`config.mk`:
```
export PLATFORM = sky130hd
export DESIGN_NAME = wb_counter_sequencer_flat
export DESIGN_NICKNAME = d
export VERILOG_FILES = /design/src/rtl/wb_counter_sequencer_if.sv /design/src/rtl/wb_counter_sequencer.sv /design/src/flat_wrapper.sv
export SDC_FILE = /design/constraint.sdc
export NUM_CORES = 1
export LEC_CHECK = 0
export CAP_MARGIN = 10
export CELL_PAD_IN_SITES_DETAIL_PLACEMENT = 1
export CELL_PAD_IN_SITES_GLOBAL_PLACEMENT = 1
export CORE_MARGIN = 10
export CORE_UTILIZATION = 39
export DETAILED_ROUTE_END_ITERATION = 10
export GPL_TIMING_DRIVEN = 1
export PLACE_DENSITY_LB_ADDON = 0.1
export SKIP_CTS_REPAIR_TIMING = 1
export SYNTH_ARGS = -nofsm -noshare
export SYNTH_HDL_FRONTEND = slang
export SYNTH_SLANG_ARGS = --single-unit
```
`constraint.sdc`:
```
create_clock -name wb_clk_i -period 7.6 [get_ports wb_clk_i]
set_clock_uncertainty 0.15 [all_clocks]
set_input_delay 1.14 -clock wb_clk_i [delete_from_list [all_inputs] [get_ports wb_clk_i]]
set_output_delay 1.14 -clock wb_clk_i [all_outputs]
set_load 0.01 [all_outputs]
```
`src/rtl/wb_counter_sequencer_if.sv`:
```
// Wishbone slave bus bundle for wb_counter_sequencer.
// The slave modport faces the counter and the master modport faces the bus initiator.
interface wb_counter_sequencer_if;
   logic        wbs_cyc_i;
   logic        wbs_stb_i;
   logic        wbs_we_i;
   logic [3:0]  wbs_sel_i;
   logic [31:0] wbs_adr_i;
   logic [31:0] wbs_dat_i;
   logic        wbs_ack_o;
   logic [31:0] wbs_dat_o;

   modport slave (
      input  wbs_cyc_i, wbs_stb_i, wbs_we_i, wbs_sel_i, wbs_adr_i, wbs_dat_i,
      output wbs_ack_o, wbs_dat_o
   );

   modport master (
      output wbs_cyc_i, wbs_stb_i, wbs_we_i, wbs_sel_i, wbs_adr_i, wbs_dat_i,
      input  wbs_ack_o, wbs_dat_o
   );
endinterface

```
`src/rtl/wb_counter_sequencer.sv`:
```
// Wishbone-controlled counter sequencer: IDLE/RUN/HOLD/DONE FSM counting from LOAD to LIMIT,
// with optional auto-reload and a level interrupt on each LIMIT match.
module wb_counter_sequencer #(
   parameter int BITS = 16
) (
   input  logic                 wb_clk_i,
   input  logic                 wb_rst_i,
   wb_counter_sequencer_if.slave bus,
   output logic [BITS-1:0]      count_o,
   output logic                 running_o,
   output logic                 irq_o
);
   typedef enum logic [1:0] {
      ST_IDLE = 2'd0,
      ST_RUN  = 2'd1,
      ST_HOLD = 2'd2,
      ST_DONE = 2'd3
   } state_t;

   state_t          state_reg;
   logic [BITS-1:0] count_reg;
   logic [BITS-1:0] load_reg;
   logic [BITS-1:0] limit_reg;
   logic            auto_reload_reg;
   logic            irq_reg;
   logic            running_reg;
   logic            ack_reg;
   logic [31:0]     dat_o_reg;

   logic        valid;
   logic        access;
   logic        wr_access;
   logic [1:0]  reg_sel;
   logic        wr_ctrl;
   logic        wr_load;
   logic        wr_limit;
   logic        start;
   logic        stop;
   logic        irq_clr;
   logic        match;
   logic [31:0] load_ext;
   logic [31:0] limit_ext;
   logic [31:0] count_ext;
   logic [31:0] load_merged;
   logic [31:0] limit_merged;
   logic [31:0] rd_data;
   logic        unused_bits;

   // An access is accepted only while ack is low, which forces one wait state per transfer.
   assign valid     = bus.wbs_cyc_i & bus.wbs_stb_i;
   assign access    = valid & ~ack_reg;
   assign wr_access = access & bus.wbs_we_i;
   assign reg_sel   = bus.wbs_adr_i[3:2];

   assign wr_ctrl  = wr_access & (reg_sel == 2'd0) & bus.wbs_sel_i[0];
   assign wr_load  = wr_access & (reg_sel == 2'd1);
   assign wr_limit = wr_access & (reg_sel == 2'd2);
   assign start    = wr_ctrl & bus.wbs_dat_i[0];
   assign stop     = wr_ctrl & bus.wbs_dat_i[1];
   assign irq_clr  = wr_ctrl & bus.wbs_dat_i[2];
   assign match    = (count_reg == limit_reg);

   assign load_ext  = 32'(load_reg);
   assign limit_ext = 32'(limit_reg);
   assign count_ext = 32'(count_reg);

   genvar gi;
   generate
      for (gi = 0; gi < 4; gi++) begin : g_lane
         assign load_merged[8*gi +: 8]  = bus.wbs_sel_i[gi] ? bus.wbs_dat_i[8*gi +: 8] : load_ext[8*gi +: 8];
         assign limit_merged[8*gi +: 8] = bus.wbs_sel_i[gi] ? bus.wbs_dat_i[8*gi +: 8] : limit_ext[8*gi +: 8];
      end
   endgenerate

   always_comb begin
      rd_data = 32'd0;
      case (reg_sel)
         2'd0: rd_data = {28'd0, auto_reload_reg, 3'b000};
         2'd1: rd_data = load_ext;
         2'd2: rd_data = limit_ext;
         2'd3: rd_data = {count_ext[15:0], 13'd0, irq_reg, state_reg};
      endcase
   end

   assign unused_bits = ^{load_merged, limit_merged, count_ext, bus.wbs_adr_i[31:4], bus.wbs_adr_i[1:0]};

   always_ff @(posedge wb_clk_i or posedge wb_rst_i) begin
      if (wb_rst_i) begin
         state_reg       <= ST_IDLE;
         count_reg       <= '0;
         load_reg        <= '0;
         limit_reg       <= '1;
         auto_reload_reg <= 1'b0;
         irq_reg         <= 1'b0;
         running_reg     <= 1'b0;
         ack_reg         <= 1'b0;
         dat_o_reg       <= 32'd0;
      end else begin
         ack_reg   <= access;
         dat_o_reg <= (access && !bus.wbs_we_i) ? rd_data : 32'd0;
         if (wr_load)  load_reg        <= load_merged[BITS-1:0];
         if (wr_limit) limit_reg       <= limit_merged[BITS-1:0];
         if (wr_ctrl)  auto_reload_reg <= bus.wbs_dat_i[3];
         // Clear is written first so a simultaneous match below overrides it.
         if (irq_clr)  irq_reg         <= 1'b0;
         case (state_reg)
            ST_IDLE, ST_DONE: begin
               if (start && !stop) begin
                  state_reg   <= ST_RUN;
                  running_reg <= 1'b1;
                  count_reg   <= load_reg;
               end
            end
            ST_RUN: begin
               if (match) begin
                  irq_reg <= 1'b1;
                  if (auto_reload_reg) count_reg <= load_reg;
                  if (stop) begin
                     state_reg   <= ST_HOLD;
                     running_reg <= 1'b0;
                  end else if (!auto_reload_reg) begin
                     state_reg   <= ST_DONE;
                     running_reg <= 1'b0;
                  end
               end else if (stop) begin
                  state_reg   <= ST_HOLD;
                  running_reg <= 1'b0;
               end else begin
                  count_reg <= count_reg + BITS'(1);
               end
            end
            ST_HOLD: begin
               if (start && !stop) begin
                  state_reg   <= ST_RUN;
                  running_reg <= 1'b1;
               end
            end
         endcase
      end
   end

   assign bus.wbs_ack_o = ack_reg;
   assign bus.wbs_dat_o = dat_o_reg;
   assign count_o       = count_reg;
   assign running_o     = running_reg;
   assign irq_o         = irq_reg;
endmodule

```
`src/flat_wrapper.sv`:
```
// flat-port wrapper written by rule: the top's interface ports become plain ports
module wb_counter_sequencer_flat 
#(
   parameter int BITS = 16
)
  (wb_clk_i, wb_rst_i, count_o, running_o, irq_o, bus_wbs_cyc_i, bus_wbs_stb_i, bus_wbs_we_i, bus_wbs_sel_i, bus_wbs_adr_i, bus_wbs_dat_i, bus_wbs_ack_o, bus_wbs_dat_o);
  wb_counter_sequencer_if bus_i ();
  input  logic wb_clk_i;
  input  logic wb_rst_i;
  output logic [BITS-1:0] count_o;
  output logic running_o;
  output logic irq_o;
  input wire logic [$bits(bus_i.wbs_cyc_i)-1:0] bus_wbs_cyc_i;
  input wire logic [$bits(bus_i.wbs_stb_i)-1:0] bus_wbs_stb_i;
  input wire logic [$bits(bus_i.wbs_we_i)-1:0] bus_wbs_we_i;
  input wire logic [$bits(bus_i.wbs_sel_i)-1:0] bus_wbs_sel_i;
  input wire logic [$bits(bus_i.wbs_adr_i)-1:0] bus_wbs_adr_i;
  input wire logic [$bits(bus_i.wbs_dat_i)-1:0] bus_wbs_dat_i;
  output wire logic [$bits(bus_i.wbs_ack_o)-1:0] bus_wbs_ack_o;
  output wire logic [$bits(bus_i.wbs_dat_o)-1:0] bus_wbs_dat_o;
  assign bus_i.wbs_cyc_i = bus_wbs_cyc_i;
  assign bus_i.wbs_stb_i = bus_wbs_stb_i;
  assign bus_i.wbs_we_i = bus_wbs_we_i;
  assign bus_i.wbs_sel_i = bus_wbs_sel_i;
  assign bus_i.wbs_adr_i = bus_wbs_adr_i;
  assign bus_i.wbs_dat_i = bus_wbs_dat_i;
  assign bus_wbs_ack_o = bus_i.wbs_ack_o;
  assign bus_wbs_dat_o = bus_i.wbs_dat_o;
  wb_counter_sequencer #(.BITS(BITS)) u_core (.wb_clk_i(wb_clk_i), .wb_rst_i(wb_rst_i), .bus(bus_i), .count_o(count_o), .running_o(running_o), .irq_o(irq_o));
endmodule
```
# Word-level counts from Yosys, hierarchy flattened
# Cells that the tools add are included.
[totals] elab_cells=73 input_bits=73 register_bits=86
[op_classes] n_eq_ne=13 n_reduce_logical=15 muxes=22 n_addsub=1 bitwise=11
[op_table] cell="$pmux W32 S4" count=1
[op_table] cell="$mux W16" count=4
[op_table] cell="$mux W32" count=1
[op_table] cell="$pmux W16 S2" count=1
[op_table] cell="$add A16 B1 Y16 const B" count=1
[op_table] cell="$eq A16 B16 Y1" count=1
[op_table] cell="$and A1 B1 Y1" count=10
[op_table] cell="$mux W2" count=5
[op_table] cell="$eq A2 B2 Y1 const B" count=4
[op_table] cell="$mux W1" count=8
[op_table] cell="$reduce_and A2 Y1" count=4
[op_table] cell="$ne A3 B3 Y1 const B" count=2
[op_table] cell="$eq A2 B1 Y1 const B" count=2
[op_table] cell="$logic_not A2 Y1" count=2
[op_table] cell="$ne A2 B1 Y1 const B" count=2
[op_table] cell="$pmux W2 S2" count=1
[op_table] cell="$reduce_and A4 Y1" count=1
[op_table] cell="$ne A3 B1 Y1 const B" count=1
[op_table] cell="$ne A3 B2 Y1 const B" count=1
[op_table] cell="$reduce_and A3 Y1" count=1
[op_table] cell="$reduce_or A3 Y1" count=1
[op_table] cell="$logic_and A1 B1 Y1" count=2
[op_table] cell="$logic_not A1 Y1" count=2
[op_table] cell="$pmux W1 S2" count=1
[op_table] cell="3 further kinds" count=3

# Depth between registers and ports, before layout
# Gate-level depths: netlist of run 1.
[depth] depth_word=10 mapped_depth=8 ltp_nobuf=7

# Worst setup path after synthesis of run 1
# Ideal clock, no wire load.
[synth_path] path_kind="input to register" start="in bus_wbs_adr_i[3]" end="reg u_core.count_reg[11] (netlist: u_core.count_o[11])" path_stages=8 path_slack_ps=4598 t_arrival_ps=2724 cell_sequence="buf_2 -> or2_1 -> or4b_1 -> a21o_1 -> buf_2 -> nor2_2 -> buf_4 -> a2bb2oi_1"
[synth_via] elab_chain_len=8
[synth_rtl] element="start: declaration" line="flat_wrapper.sv:17" source="input wire logic [$bits(bus_i.wbs_adr_i)-1:0] bus_wbs_adr_i;"
[synth_rtl] element="$logic_not A2 Y1 *" line="wb_counter_sequencer.sv:55" source="assign wr_ctrl = wr_access & (reg_sel == 2'd0) & bus.wbs_sel_i[0];"
[synth_rtl] element="$and A1 B1 Y1 * (2 in a row)" line="wb_counter_sequencer.sv:55"
[synth_rtl] element="$and A1 B1 Y1" line="wb_counter_sequencer.sv:59" source="assign stop = wr_ctrl & bus.wbs_dat_i[1];"
[synth_rtl] element="$logic_not A1 Y1" line="wb_counter_sequencer.sv:108" source="if (start && !stop) begin"
[synth_rtl] element="$logic_and A1 B1 Y1" line="wb_counter_sequencer.sv:108"
[synth_rtl] element="$ne A2 B1 Y1 (no source line)"
[synth_rtl] element="$reduce_and A4 Y1 (no source line) *"
[synth_rtl] element="end signal: assignment" line="wb_counter_sequencer.sv:111" source="count_reg <= load_reg;"
[synth_rtl] element="end signal: assignment" line="wb_counter_sequencer.sv:117" source="if (auto_reload_reg) count_reg <= load_reg;"
[synth_rtl] element="end signal: assignment" line="wb_counter_sequencer.sv:129" source="count_reg <= count_reg + BITS'(1);"
[synth_rtl] element="end: declaration" line="wb_counter_sequencer.sv:21" source="logic [BITS-1:0] count_reg;"
# Every way passes the cells marked *; elsewhere a longest branch is shown, timed or not.
# A chain may end at the register's enable or synchronous reset.

# Final worst setup path of run 1
[layout_path] start="in bus_wbs_adr_i[2]" end="reg u_core.count_reg[13] (netlist: u_core.count_o[13])"
# Same word-level chain as after synthesis.

==> out/results.ini, run 1 <==
[timing]
max-slew-margin-rel_pct = 19.5
drv_slew = 0
worst_slew_pin_slew_ns = 1.21
hold_viol = 0
rsz0062_at_grt = no
setup_tns_ns = 0
min_period_over_period_pct = 52.0
setup_viol = 0
fin_ws_ns = 3.65
clock.fmax_ghz = 0.253
fin_crit_ns = 3.95

[grt]
track_usage_pct = 16.0
grt_first_pass_wirelength_um = 18400
antenna_found_initial = 0
grt_start_max_net_pins = 56
gr-total-overflow = 0
grt_pass1_vias = 3241

[worst_setup_path]
worst-endpoint-arrival_ns = 4.09
setup.worst_path.end_class = flip-flop
r2r_end = u_core.count_o[13]
worst-path-max-fanout = 18
worstReg2RegStart = u_core.count_o[8]
crit_type = in2reg
r2r_setup_slack_ns = 4.40
required_ns = 7.74
reg2reg_depth = 6
crit_path_start_kind = input pin

[die]
die_width_um = 122
die_area_um2 = 14800
die_y_um = 122
io-pin-count = 124
rows = 37
start_util_pct = 39.6
core-area_um2 = 10200

[yosys]
yosysSeqAreaShare_pct = 53.9
synthTopCellsByArea = dfrtp_1, dfstp_2, mux2_2
synth_top_area_share_pct = 43.5
yosys.area_share.simple_pct = 13.7
async_reset_ff_share_pct = 100
synth_most_common_cell = dfrtp_1
synthMuxAreaShare_pct = 11.1
yosysTopAreaCell = dfrtp_1
synthTopCellsByCount = dfrtp_1, mux2_2, nor2_1
synth_flop_cell = dfrtp_1
synthAdderAreaFrac_pct = 1.24
synth.ff_latch_count = 86
synth_edf_count = 0
synth_top_family_by_area = simple AND/OR/NAND/NOR gates
ys_warn_count = 0
postSynthAreaPerCell_um2 = 11.5
synth_cell_type_count = 48
synth_compound_area_share_pct = 13.2
synthXorXnorAreaFrac_pct = 3.66
syn_inst = 352
synthesis.area_um2 = 4030
syn_nets = 429

[cells_and_area]
largest_reg_flops = 32
num-fill-cells = 1102
seq_area_um2 = 2170
layout.nets = 502
multiInputGateArea_um2 = 1730
drive_above_1_share_pct = 18.8
syn_to_final_growth_pct = 25.5
diodes = 0

[placement]
io_buffers = 75
dp_slack_ns = 3.24
place_congestion = 0.793
dpl.hpwl_um = 8450

[hold_path]
hp-start = u_core.running_o
worstHoldEndpoint = u_core.running_o
min_path_type = reg2reg
hold_depth = 1

[clocking]
clk_pin_slew_ns = 0.08
clkSinkCount = 86
clkLatencyLatePin_ns = 0.37
cts_root_buf = clkbuf_8
htree_levels = 3
clockBufferDepth = 2
cts_tree = built
cts_made_buffers = 9

[pwr]
ir_drop_mv = 0.111
p_leak_nw = 2.06
power_density_nw_per_um2 = 297

[route]
drc_errors = 0
ant_nets = 0
first_pass_iters = 4
via_per_inst = 5.38
vias = 3047
wl_per_cell_um = 20.4
drt_wl_total_um = 11600
drtIter0Drc = 157

[run_status]
outcome = finished, final reports clean

[job]
cap_violations = 0

==> worst max-delay path by stage <==
stage | start | to | slack, ns | cells past startpoint
2_1_floorplan | wb_rst_i | u_core.auto_reload_reg | 4.11 | 1
3_3_place_gp | bus_wbs_adr_i[2] | u_core.count_o[8] | 3.29 | 7
3_5_place_dp | bus_wbs_adr_i[2] | u_core.count_o[14] | 3.24 | 7
4_1_cts | bus_wbs_adr_i[2] | u_core.count_o[14] | 3.61 | 7
5_1_grt | bus_wbs_adr_i[2] | u_core.count_o[14] | 3.47 | 7
6_report | bus_wbs_adr_i[2] | u_core.count_o[13] | 3.65 | 7
==> layer usage <==
metal | routed length, um | global-route usage, % | vias to the layer above
met5 | 0 | 0 | -
met4 | 164 | 5.66 | 0
met3 | 690 | 4.67 | 14
met2 | 5470 | 25.3 | 69
met1 | 5230 | 20.5 | 1557
li1 | - | - | 1407
==> kinds of logic after synthesis <==
family / count (synthesis)
adders and majority gates: 4
and+or+nand+nor: 104
muxes: 40
buffers and inverters: 27
xor gates and xnor gates: 16
AOI/OAI and AO/OA: 75
DFF: 86
==> power by group <==
| group | switching (mW) | internal, mW | leakage (nW) | total, mW |
|---|---|---|---|---|
| clock | 0.165 | 0.128 | 0.0796 | 0.292 |
| combinational | 0.247 | 0.272 | 0.900 | 0.518 |
| sequential | 0.139 | 0.555 | 1.08 | 0.693 |
| total | 0.550 | 0.954 | 2.06 | 1.50 |
==> metrics by stage <==
step | hold WS, ns | util [%] | power, mW | cells | instance area (um2)
finish | 0.345 | 49.7 | 1.50 | 566 | 5060
global route | 0.382 | 49.7 | 1.59 | 566 | 5060
CTS | 0.355 | 49.7 | 1.52 | 566 | 5060
floorplan | 0.348 | - | 1.00 | 352 | 4030
detailed placement | 0.333 | 48.0 | 1.22 | 550 | 4890
global placement | 0.328 | 48.0 | 1.20 | 550 | 4890
==> cell usage in the layout, fill, tap and decap left out, types with 2 or more instances in the layout <==
master | Yosys | layout
a21oi_1 | 7 | 7
a22oi_1 | 16 | 16
a2bb2oi_1 | 11 | 11
a31oi_1 | 4 | 4
and2_1 | 15 | 15
and3_1 | 3 | 3
buf_4 | 1 | 3
clkbuf_1 | 6 | 3
clkbuf_8 | 0 | 10
clkdlybuf4s50_1 | 0 | 75
clkinv_2 | 0 | 2
clkinvlp_4 | 0 | 2
dfrtp_1 | 70 | 70
dfstp_2 | 16 | 16
ha_1 | 4 | 4
inv_1 | 11 | 10
mux2_2 | 35 | 35
mux2i_1 | 4 | 4
nand2_1 | 12 | 12
nand2b_1 | 2 | 2
nand3_1 | 9 | 9
nand4_1 | 6 | 6
nand4_2 | 2 | 2
nor2_1 | 32 | 32
nor2b_1 | 3 | 3
nor3_1 | 12 | 12
o21a_1 | 3 | 3
o21ai_0 | 17 | 17
o21ai_1 | 3 | 3
o22ai_1 | 4 | 4
o31ai_2 | 2 | 2
xnor2_1 | 15 | 15
==> critical path, stage by stage <==
cell and delay (ns):
clkdlybuf4s50_1 0.64, or2_1 0.34, nor3_2 0.35, nand3_1 0.15, mux2i_2 0.89, nor2_2 0.34
a2bb2oi_1 0.24
==> final cells by class <==
cell class                      count  area share [%]
Inverter                           11           0.841
Clock inverter                      3           0.396
Sequential cell                    86            42.9
Clock buffer                       13            2.94
Timing Repair Buffer               78            15.3
Tap cell                          136            3.36
Multi-Input combinational cell    239            34.2
Power figures use the tool's default switching activity.
==> run 2: changes to the inputs <==
--- a/config.mk
+++ b/config.mk
@@ -9,7 +9,7 @@
 export CELL_PAD_IN_SITES_DETAIL_PLACEMENT = 1
 export CELL_PAD_IN_SITES_GLOBAL_PLACEMENT = 1
 export CORE_MARGIN = 10
-export CORE_UTILIZATION = 39
+export CORE_UTILIZATION = 36
 export DETAILED_ROUTE_END_ITERATION = 10
 export GPL_TIMING_DRIVEN = 1
 export PLACE_DENSITY_LB_ADDON = 0.1
==> constraint.sdc (replaced) <==
create_clock -name wb_clk_i -period 4 [get_ports wb_clk_i]
set_clock_uncertainty 0.15 [all_clocks]
set_input_delay 0.6 -clock wb_clk_i [delete_from_list [all_inputs] [get_ports wb_clk_i]]
set_output_delay 0.6 -clock wb_clk_i [all_outputs]
set_load 0.01 [all_outputs]
==> out/results.ini, run 2 (synthesized netlist as in run 1, its figures left out) <==
[timing]
worst_slew_pin_slew_ns = 0.864  ; -0.341 ns
setup_viol = 0  ; unchanged
fin_crit_ns = 2.85
min_period_over_period_pct = 71.4
max-slew-margin-rel_pct = 42.2  ; +23 points
hold_viol = 0  ; unchanged
setup_tns_ns = 0  ; unchanged
drv_slew = 0  ; unchanged
clock.fmax_ghz = 0.350
rsz0062_at_grt = no

[cells_and_area]
largest_reg_flops = 32  ; unchanged
layout.nets = 510  ; +1.6%
final_cells = 578  ; +2.1%
layout_common_cells = clkdlybuf4s50_1, dfrtp_1, mux2_2
syn_to_final_growth_pct = 28.2
final_common_cell = clkdlybuf4s50_1
drive_above_1_share_pct = 21.0  ; +2.2 points
diodes = 0  ; unchanged
num-fill-cells = 1214  ; +10%
design_area_um2 = 5170  ; +2.2%

[route]
ant_nets = 0  ; unchanged
via_per_inst = 5.26  ; -2.2%
drtIter0Drc = 237  ; +51%
drc_errors = 0  ; unchanged
first_pass_iters = 4  ; unchanged
vias = 3043  ; -0.13%
wl_per_cell_um = 20.3  ; -0.50%
drt_wl_total_um = 11700  ; +1.6%

[die]
rows = 38  ; +2.7%
die_area_um2 = 15800  ; +6.9%
die_width_um = 126  ; +3.4%
core-area_um2 = 10900  ; +6.9%
die_y_um = 126  ; +3.4%
start_util_pct = 37.0  ; -2.6 points
io-pin-count = 124  ; unchanged

[grt]
grt_first_pass_wirelength_um = 19000  ; +3.5%
grt_pass1_vias = 3359  ; +3.6%
track_usage_pct = 14.9  ; -1.1 points
gr-total-overflow = 0  ; unchanged
antenna_found_initial = 0  ; unchanged
grt_start_max_net_pins = 87  ; +55%

[job]
cap_violations = 0  ; unchanged

[run_status]
outcome = finished, final reports clean

[clocking]
cts_made_buffers = 9  ; unchanged
cts_tree = built
clockBufferDepth = 2  ; unchanged
clkLatencyLatePin_ns = 0.37  ; about the same
htree_levels = 3  ; unchanged
clk_pin_slew_ns = 0.10  ; +0.02 ns
clkSinkCount = 86  ; unchanged
cts_root_buf = clkbuf_8

[pwr]
p_leak_nw = 2.13  ; +3.1%
ir_drop_mv = 0.200  ; +80%
power_density_nw_per_um2 = 574  ; +93%

[worst_setup_path]
setup.worst_path.end_class = flip-flop
cp_cell_sequence = clkdlybuf4s50_1, or2_1, or4b_1, a21o_1, nor2_2, a21oi_1
critical-path-max-stage-delay_ns = 0.58  ; -0.31 ns
crit_type = in2reg
required_ns = 4.08  ; -3.66 ns
r2r_setup_slack_ns = 1.26  ; -3.14 ns
crit_path_start_kind = input pin
cpMaxStageDelayCell = nor2_2
worst-endpoint-arrival_ns = 2.93  ; -1.16 ns
worst-path-max-fanout = 12  ; -6

[placement]
dpl.hpwl_um = 8520  ; +0.81%
io_buffers = 75  ; unchanged
place_congestion = 0.771  ; -2.8%
place_area_um2 = 4970  ; +1.6%
dp_cells = 562  ; +2.2%

[hold_path]
min_path_type = reg2reg

[run 2: cell count changes in the layout (fill, tap and decap cells not counted)]
cell,change
bufinv_16,+1
clkbuf_1,-3
clkbuf_8,-1
buf_12,+1
clkinv_2,-1
inv_6,+3
clkinv_4,+1
buf_4,+7
[run 2: final cells by class]
class / count / area (um2) / share of cell area (%)
Timing Repair Buffer: 86 / 846 / 16.4
Inverter: 11 / 42.5 / 0.823
Clock inverter: 7 / 80.1 / 1.55
Multi-Input combinational cell: 239 / 1730 / 33.5
Clock buffer: 9 / 124 / 2.40
Sequential cell: 86 / 2170 / 42.0
Tap cell: 140 / 175 / 3.39
[run 2: final timing paths]
| kind | startpoint | end | depth (start not counted) |
|---|---|---|---|
| max | bus_wbs_adr_i[3] | u_core.count_o[7] | 6 |
| min | u_core.running_o | u_core.running_o | 1 |
| max reg2reg | u_core.state_reg[1] | u_core.count_o[11] | 7 |
| min reg2reg | u_core.running_o | u_core.running_o | 1 |
| max in group asynchronous | wb_rst_i | u_core.limit_reg[14] | 3 |
| min in group asynchronous | wb_rst_i | u_core.bus.wbs_dat_o[4] | 3 |
[run 2: worst max-delay path, delay by kind of cell]
family	cells	cell delay, ns
AND/OR/NAND/NOR	3	1.37
AO/OA/AOI/OAI	2	0.53
buffers and inverters	1	0.42
[run 2: power by group]
| part | switching (mW) | internal [mW] | total [mW] |
|---|---|---|---|
| logic | 0.472 | 0.528 | 1.00 |
| clock network | 0.356 | 0.296 | 0.652 |
| registers | 0.261 | 1.05 | 1.31 |
[run 2: layer usage]
layer / share of wire (%) / global-route usage, % / wire [um]
met3: 5.1 / 4.07 / 595
met2: 46 / 24.1 / 5440
met4: 1.1 / 4.22 / 134
met5: 0 / 0 / 0
met1: 47 / 19.2 / 5570
[run 2: metrics by stage]
step                      util (%)  setup slack [ns]  hold WS, ns  total power [mW]
final                         47.5              1.15        0.353              2.97
after global routing          47.5             0.992        0.381              3.16
after floorplan                  -              1.05        0.348              1.90
after global placement        45.6             0.813        0.329              2.31
after detailed placement      45.6             0.757        0.336              2.34
after CTS                     47.5              1.16        0.365              2.99
